File: src/rtl/rram_cmd_sequencer.sv
// Command sequencer for the RRAM array: turns latched host commands plus
// address/data nibbles into single-cycle array strobes, and reports ready/busy and status.
module rram_cmd_sequencer #(
  parameter int ADDR_NIBBLES = 3,
  parameter int TIMEOUT      = 255
) (
  input  logic                      clk,
  input  logic                      rst,
  input  logic [3:0]                command,
  input  logic                      command_register_ready,
  input  logic                      ALE,
  input  logic                      DIN_valid,
  input  logic [3:0]                IO_in,
  input  logic                      RE,
  output logic [3:0]                IO_out,
  output logic                      IO_out_valid,
  output logic [4*ADDR_NIBBLES-1:0] array_addr,
  output logic [7:0]                array_wdata,
  output logic                      array_we,
  output logic                      array_re,
  input  logic [7:0]                array_rdata,
  input  logic                      array_done,
  output logic                      R_B,
  output logic [3:0]                status
);

  localparam int AW = 4 * ADDR_NIBBLES;
  localparam logic [3:0] CMD_READ   = 4'b0001;
  localparam logic [3:0] CMD_WRITE  = 4'b0010;
  localparam logic [3:0] CMD_STATUS = 4'b0111;
  localparam logic [3:0] CMD_RESET  = 4'b1111;

  typedef enum logic [2:0] {S_IDLE, S_ADDR, S_DIN, S_EXEC, S_DOUT} state_t;

  state_t          state, state_d;
  logic            rdy_q;
  logic            cmd_edge;
  logic            is_read, is_read_d;
  logic [7:0]      nib_cnt, nib_cnt_d;
  logic [15:0]     cnt, cnt_d;
  logic [AW-1:0]   addr_d;
  logic [7:0]      wdata_d;
  logic            we_d, re_d;
  logic [3:0]      io_out_d, low_nib, low_nib_d;
  logic            io_valid_d;
  logic            fail, fail_d, illegal, illegal_d;

  assign cmd_edge = command_register_ready & ~rdy_q;
  assign R_B      = (state != S_EXEC);
  assign status   = {1'b0, R_B, illegal, fail};

  always_comb begin
    state_d    = state;
    is_read_d  = is_read;
    nib_cnt_d  = nib_cnt;
    cnt_d      = cnt;
    addr_d     = array_addr;
    wdata_d    = array_wdata;
    we_d       = 1'b0;
    re_d       = 1'b0;
    io_out_d   = IO_out;
    io_valid_d = IO_out_valid;
    low_nib_d  = low_nib;
    fail_d     = fail;
    illegal_d  = illegal;

    // RESET aborts anything; other commands are only honoured outside EXEC
    if (cmd_edge && command == CMD_RESET) begin
      state_d    = S_IDLE;
      io_valid_d = 1'b0;
      fail_d     = 1'b0;
      illegal_d  = 1'b0;
      cnt_d      = '0;
    end else if (cmd_edge && state != S_EXEC) begin
      case (command)
        CMD_READ, CMD_WRITE: begin
          state_d    = S_ADDR;
          is_read_d  = (command == CMD_READ);
          nib_cnt_d  = '0;
          io_valid_d = 1'b0;
          fail_d     = 1'b0;
          illegal_d  = 1'b0;
        end
        CMD_STATUS: begin
          state_d    = S_IDLE;
          io_out_d   = status;
          io_valid_d = 1'b1;
          fail_d     = 1'b0;
          illegal_d  = 1'b0;
        end
        default: illegal_d = 1'b1;
      endcase
    end else begin
      case (state)
        S_IDLE: if (RE && IO_out_valid) io_valid_d = 1'b0;
        S_ADDR: if (ALE) begin
          addr_d = AW'({array_addr, IO_in});
          if (nib_cnt == 8'(ADDR_NIBBLES - 1)) begin
            nib_cnt_d = '0;
            cnt_d     = '0;
            if (is_read) begin
              state_d = S_EXEC;
              re_d    = 1'b1;
            end else begin
              state_d = S_DIN;
            end
          end else begin
            nib_cnt_d = nib_cnt + 8'd1;
          end
        end
        S_DIN: if (DIN_valid) begin
          wdata_d = {array_wdata[3:0], IO_in};
          if (nib_cnt == 8'd1) begin
            state_d   = S_EXEC;
            we_d      = 1'b1;
            cnt_d     = '0;
            nib_cnt_d = '0;
          end else begin
            nib_cnt_d = 8'd1;
          end
        end
        // completion beats a timeout landing in the same cycle
        S_EXEC: if (array_done) begin
          if (is_read) begin
            state_d    = S_DOUT;
            io_out_d   = array_rdata[7:4];
            low_nib_d  = array_rdata[3:0];
            io_valid_d = 1'b1;
            nib_cnt_d  = '0;
          end else begin
            state_d = S_IDLE;
          end
        end else if (cnt == 16'(TIMEOUT - 1)) begin
          fail_d  = 1'b1;
          state_d = S_IDLE;
        end else begin
          cnt_d = cnt + 16'd1;
        end
        S_DOUT: if (RE && IO_out_valid) begin
          if (nib_cnt == 8'd0) begin
            io_out_d  = low_nib;
            nib_cnt_d = 8'd1;
          end else begin
            io_valid_d = 1'b0;
            state_d    = S_IDLE;
          end
        end
        default: state_d = S_IDLE;
      endcase
    end
  end

  // rdy_q follows the ready level even in reset so a held level is not an edge
  always_ff @(posedge clk) begin
    rdy_q <= command_register_ready;
    if (rst) begin
      state        <= S_IDLE;
      is_read      <= 1'b0;
      nib_cnt      <= '0;
      cnt          <= '0;
      array_addr   <= '0;
      array_wdata  <= '0;
      array_we     <= 1'b0;
      array_re     <= 1'b0;
      IO_out       <= '0;
      IO_out_valid <= 1'b0;
      low_nib      <= '0;
      fail         <= 1'b0;
      illegal      <= 1'b0;
    end else begin
      state        <= state_d;
      is_read      <= is_read_d;
      nib_cnt      <= nib_cnt_d;
      cnt          <= cnt_d;
      array_addr   <= addr_d;
      array_wdata  <= wdata_d;
      array_we     <= we_d;
      array_re     <= re_d;
      IO_out       <= io_out_d;
      IO_out_valid <= io_valid_d;
      low_nib      <= low_nib_d;
      fail         <= fail_d;
      illegal      <= illegal_d;
    end
  end

endmodule
File: config.mk
export PLATFORM = sky130hd
export DESIGN_NAME = rram_cmd_sequencer
export DESIGN_NICKNAME = d
export VERILOG_FILES = /design/src/rtl/rram_cmd_sequencer.sv
export SDC_FILE = /design/constraint.sdc
export NUM_CORES = 1
export LEC_CHECK = 0
export CAP_MARGIN = 20
export CELL_PAD_IN_SITES_DETAIL_PLACEMENT = 0
export CELL_PAD_IN_SITES_GLOBAL_PLACEMENT = 1
export CORE_MARGIN = 5
export CORE_UTILIZATION = 39
export DETAILED_ROUTE_END_ITERATION = 8
export GPL_TIMING_DRIVEN = 0
export PLACE_DENSITY = 0.84
export SLEW_MARGIN = 20
export SYNTH_ARGS = -nofsm -noshare
export SYNTH_HDL_FRONTEND = slang
export SYNTH_SLANG_ARGS = --single-unit
File: constraint.sdc
create_clock -name clk -period 2.9 [get_ports clk]
set_clock_uncertainty 0.2 [all_clocks]
set_input_delay 0.29 -clock clk [delete_from_list [all_inputs] [get_ports clk]]
set_output_delay 0.29 -clock clk [all_outputs]
set_load 0.02 [all_outputs]
**Word level (Yosys, flattened, before mapping)**

Index checks and enable logic that the tools add are counted.

- Add/sub/neg operators: 2
- Reduce and logical (&&, ||, !) cells: 26
- Bitwise logic cells: 9
- Mux-type cells: 54
- Equality and inequality tests: 35

Operators by type and width:

| operator | count |
|---|---|
| 16-bit two-way mux | 6 |
| 8-bit two-way mux | 9 |
| 16-bit one-hot mux with 3 select lines | 1 |
| 8-bit one-hot mux with 4 select lines | 1 |
| 3-bit two-way mux | 10 |
| 3-bit inequality test, second input constant | 10 |
| 4-bit two-way mux | 6 |
| 9-bit AND reduction | 2 |
| 16-bit by 1-bit adder with 16-bit output, second input constant | 1 |
| 16-bit by 8-bit equality test with 1-bit output, second input constant | 1 |
| 1-bit two-way mux | 16 |
| 2-bit inequality test, second input constant | 8 |
| 3-bit one-hot mux with 5 select lines | 1 |
| 7-bit AND reduction | 2 |
| 4-bit AND reduction | 3 |
| 8-bit by 1-bit adder with 8-bit output, second input constant | 1 |
| 8-bit by 1-bit equality test with 1-bit output, second input constant | 1 |
| 8-bit by 2-bit equality test with 1-bit output, second input constant | 1 |
| 8-bit logical NOT | 1 |
| 1-bit inverter | 8 |
| 4-bit one-hot mux with 2 select lines | 1 |
| 8-bit AND reduction | 1 |
| 3-bit by 2-bit equality test with 1-bit output, second input constant | 2 |
| 2-bit by 1-bit inequality test with 1-bit output, second input constant | 3 |
| 25 further kinds | 30 |

- Bits in registers: 62
- Logic and storage cells: 140

**Logic depth before layout (Yosys ltp)**

- Depth after elaboration: 5
- Mapped depth: 10

**Worst setup path after synthesis**

OpenSTA, ideal clock, no wires.

- Path kind: reg2reg
- From: register nib_cnt[2]
- To: register state[0]
- Data required time: 2577 ps
- Library setup time: 123 ps
- Stages on the path, launching flop included: 7
- Slack: 671 ps
- Clock period less this slack: 2229 ps
- Buffers on the path: 0
- Data arrival time: 1906 ps
- Cell sequence: dfxtp_1 > nor4_4 > a311oi_1 > nor4b_1 > o21bai_2 > o21ba_1 > mux2_1

- Word-level cells in the longest chain between the ends: 3
- Elaborated cells on any way between the ends: 7
- Those cells by class: eq/ne (5); reduce/logical (2)

RTL lines:

| element | line | source |
|---|---|---|
| start: declaration | 39 | `logic [7:0] nib_cnt, nib_cnt_d;` |
| start signal: assignment | 173 | `nib_cnt <= nib_cnt_d;` |
| 8-bit by 1-bit equality test with 1-bit output (tied with other cells) | 113 | `if (nib_cnt == 8'd1) begin` |
| 3-bit inequality test (no source line) | n/a |  |
| 9-bit AND reduction (no source line) (*) | n/a |  |
| end signal: assignment | 171 | `state <= state_d;` |
| end: declaration | 35 | `state_t state, state_d;` |

Mark *: on every way between the ends. The rest lies on a longest branch, timed or not.
A chain may end at the register's enable or synchronous reset.

**Worst setup path after layout**

- From: input port command_register_ready
- To: register cnt[2]

- Word-level cells in the longest chain between the ends: 4
- Elaborated cells on any way between the ends: 6
- Those cells by class: bitwise (2); reduce/logical (4)

RTL lines:

| element | line | source |
|---|---|---|
| start: declaration | 10 | `input logic command_register_ready,` |
| 1-bit bitwise AND (*) | 48 | `assign cmd_edge = command_register_ready & ~rdy_q;` |
| 1-bit logical AND | 74 | `end else if (cmd_edge && state != S_EXEC) begin` |
| 1-bit inverter (no source line) | n/a |  |
| 8-bit AND reduction (no source line) | n/a |  |
| end signal: assignment | 174 | `cnt <= cnt_d;` |
| end: declaration | 40 | `logic [15:0] cnt, cnt_d;` |

Marks and branches as above.

==> summary by stage <==
CTS
No sink is reached through more buffers than the 2 on the longest clock path. In this run, CTS created clock tree buffers numbering 9. The TritonCTS clock tree is yes. The root buffer cell is sky130_fd_sc_hd__clkbuf_8. In this run the post-CTS setup repair buffer count came out at 0. The number of levels the H-tree was split into is 3. After clock tree synthesis, the clock-pin slew on the worst setup and hold paths is 0.07 ns. The count of hold buffers inserted by post-cts repair is 0. The clock sink count is 62.

The post-cts resize count is 0. For the worst-skew pair, the clock arrives at the later sink with an insertion delay of 0.35 ns.

Layout
The layout overhead on the synthesized area is 26.9%. For this run, the post-layout net count is 481. The antenna cell count is 0. The final core area utilization is 50.0%. Leaving out fill and tap cells, the most frequent cells in the layout are sky130_fd_sc_hd__dfxtp_1, sky130_fd_sc_hd__nand2_1, sky130_fd_sc_hd__clkdlybuf4s50_1.

In the final layout, the multi-input gates occupy 1750 µm². The count of filler cells inserted in the layout is 802. The total area of sequential cells is 1240 µm². The share of post-route cells with drive strength above 1 is 10.3%. The library cell used most frequently in the layout, excluding fill and tap cells, is sky130_fd_sc_hd__dfxtp_1.

Pwr
The fraction of power consumed by combinational cells is 9.4%. The power density of the placed cells is 437 nW/µm². The highest ir drop seen on vdd is 0.261 mV.

Per report_power, the clock group accounts for 41.5% of the total. The switching share of power is 26.4%. The internal portion of the total power is 1.30 mW. The switching component of the power is 0.464 mW. The sequential power share is 49.0%. The analysis attributes to cell leakage a power of 1.41 nW.

Yosys
The synthesized netlist occupies a cell area of 3170 µm². The share of the yosys chip area belonging to registers is 39.1%. A synthesized cell averages 8.18 µm². The net count after synthesis is 417.

The synthesized design contains 0 enable-type register cells. The most used flip-flop cell after synthesis is sky130_fd_sc_hd__dfxtp_1. The warning count from the yosys run is 0.

Yosys mapped the design onto 58 distinct sky130hd cell types. The register bit total from synthesis is 62. After synthesis, the share of flip-flops with an asynchronous set or reset is 0%. The synthesized instance count is 388.

Placed design
The total of buffers placed on input and output ports is 53. The congestion estimate from routability-driven global placement came to 0.847. The post-placement setup slack is -0.0767 ns. The detailed placement HPWL is 6060 µm.

Worst setup path
The sort of element at the end of the critical path is a flip-flop. STA puts the critical path data arrival time at 2.64 ns. The startpoint class of the critical path is a primary input.

Of all nets on the critical path, the largest fanout is 10. The worst endpoint required time is 2.91 ns. The type of the setup path with the least slack is primary input to flip-flop.

GRT
The global-route wire length before repair is 13400 µm. Across every metal layer, demand over resource in global routing totals 16.5%. Global routing finished with a remaining overflow of 0. The pin count of the biggest net entering global routing is 13. The initial antenna violation count came to 0. The via count of the first global-routing pass is 2876.

Detailed routing
The total length of routed met3 wires is 533 µm. After the first detailed-routing iteration, the DRC count stood at 161. The number of search-and-repair iterations in the first detailed-routing pass is 4. The wire length on met1 is 3530 µm. The per-cell via count in the routed design is 5.30. Signal routing reaches up to met4.

The sum of met2 wire segment lengths after detailed routing is 3880 µm. The via count is 2979. The number of nets with antenna violations after routing is 0.

In the final routed layout, each cell accounts on average for 14.4 µm. The aggregate routed wire length is 8090 µm. The DRC violation count after routing is 0.

STA
The final critical path takes up 90.4% of the cycle. For the pin with the worst max-slew slack, the measured transition is 0.834 ns. Setup repair after global routing left no endpoint under its margin. The max-slew violation count came to 0. The number of hold violations in the final report is 0. The final setup slack of the worst path is 0.280 ns.

Across all hold checks on the routed design, the worst slack comes to 0.255 ns. The worst relative slew slack is 43.9%. The setup-violating endpoint count in the final report is 0. The final critical path time including I/O delays and setup is 2.62 ns. The highest clock frequency the design can meet is 382 MHz.

Floorplan
After floorplanning, the core was divided into 33 placement rows. The overall die width is 100 µm. The core region is 8050 µm².

The vertical extent of the die is 100 µm. In this run the count of I/O pins placed on the die edge is 55. The floorplan step defined a die boundary enclosing 10000 µm². The initial cell density of the core is 39.4%.

Run
The number of maximum-capacitance constraint violations is 0.

Run status
The flow ran to the end, and the final reports show no timing, DRC or antenna violations.

Hold path
The min-delay analysis places its worst path in the category primary input to flip-flop.
[cell usage after synthesis, types with 7 or more instances]
cell	number	share of area, %
sky130_fd_sc_hd__or3_1	17	3.4
sky130_fd_sc_hd__and3_1	7	1.4
sky130_fd_sc_hd__clkbuf_1	9	1.1
sky130_fd_sc_hd__nor3_1	12	1.9
sky130_fd_sc_hd__nand2_1	54	6.4
sky130_fd_sc_hd__mux2i_1	16	5.0
sky130_fd_sc_hd__nand3_1	19	3.0
sky130_fd_sc_hd__a21oi_1	42	6.6
sky130_fd_sc_hd__inv_1	12	1.4
sky130_fd_sc_hd__nor2_1	30	3.5
sky130_fd_sc_hd__dfxtp_1	62	39
sky130_fd_sc_hd__buf_2	9	1.4
sky130_fd_sc_hd__o21ai_0	17	2.7
[sequential cells by signal (all words and copies together) (netlist names)]
signal	cells
state	3
IO_out_valid	1
array_re	1
rdy_q	1
cnt	16
array_wdata	8
array_we	1
fail	1
array_addr	12
illegal	1
IO_out	4
nib_cnt	8
is_read	1
low_nib	4
[layout make-up]
type,instances,area share [%]
Timing Repair Buffer,53,13.2
Buffer,26,3.45
Clock inverter,5,0.994
Inverter,13,1.21
Multi-Input combinational cell,287,43.3
Sequential cell,62,30.8
Clock buffer,11,3.76
Tap cell,105,3.26
[stage by stage]
stage | total power [mW] | area, µm² | TNS [ns] | instances
2_1_floorplan | 0.977 | 3170 | 0 | 388
3_3_place_gp | 1.05 | 3840 | -0.663 | 546
3_5_place_dp | 1.05 | 3840 | -0.586 | 546
4_1_cts | 1.79 | 4030 | 0 | 562
5_1_grt | 1.84 | 4030 | 0 | 562
6_report | 1.76 | 4030 | 0 | 562
[logic make-up (layout without fill, tap and decap cells)]
kind of cell,after synthesis,count (layout),synth area share [%]
multiplexers,17,17,5.40
adder cells (fa/ha/maj),6,6,2.36
AO/OA/AOI/OAI,89,89,18.3
flip-flops,62,62,39.1
AND/OR/NAND/NOR,171,171,27.9
other,1,1,0.118
buffers and inverters,39,108,5.91
XOR/XNOR,3,3,0.828
[metal layers]
layer  vias up  global-route usage [%]
met5         -                       0
met4         0                    5.60
met3        13                    5.42
met2        83                    26.8
met1      1376                    20.5
li1       1507                       -
[power by group through the flow]
stage	Clock, mW	Combinational, mW	Sequential (mW)
3_3_place_gp	0	0.164	0.882
3_5_place_dp	0	0.165	0.882
2_1_floorplan	0	0.0932	0.884
6_report	0.731	0.166	0.863
5_1_grt	0.798	0.181	0.863
4_1_cts	0.760	0.166	0.863
[path summary, 6_finish.rpt]
path	start	endpoint	slack, ns	cells after the start
max	command_register_ready	cnt[2]	0.28	9
min	command_register_ready	rdy_q	0.25	1
max reg2reg	nib_cnt[2]	nib_cnt[7]	0.37	6
min reg2reg	array_addr[10]	array_addr[10]	0.26	2
[worst max-delay path: stages]
cell	delay, ns
sky130_fd_sc_hd__clkdlybuf4s50_1	0.49
sky130_fd_sc_hd__nor2b_1	0.13
sky130_fd_sc_hd__buf_2	0.20
sky130_fd_sc_hd__and3_1	0.22
sky130_fd_sc_hd__or2_2	0.12
sky130_fd_sc_hd__clkbuf_1	0.41
sky130_fd_sc_hd__a31o_2	0.26
sky130_fd_sc_hd__clkbuf_1	0.41
sky130_fd_sc_hd__nor2_1	0.09
(Power assumes the default switching activity.)
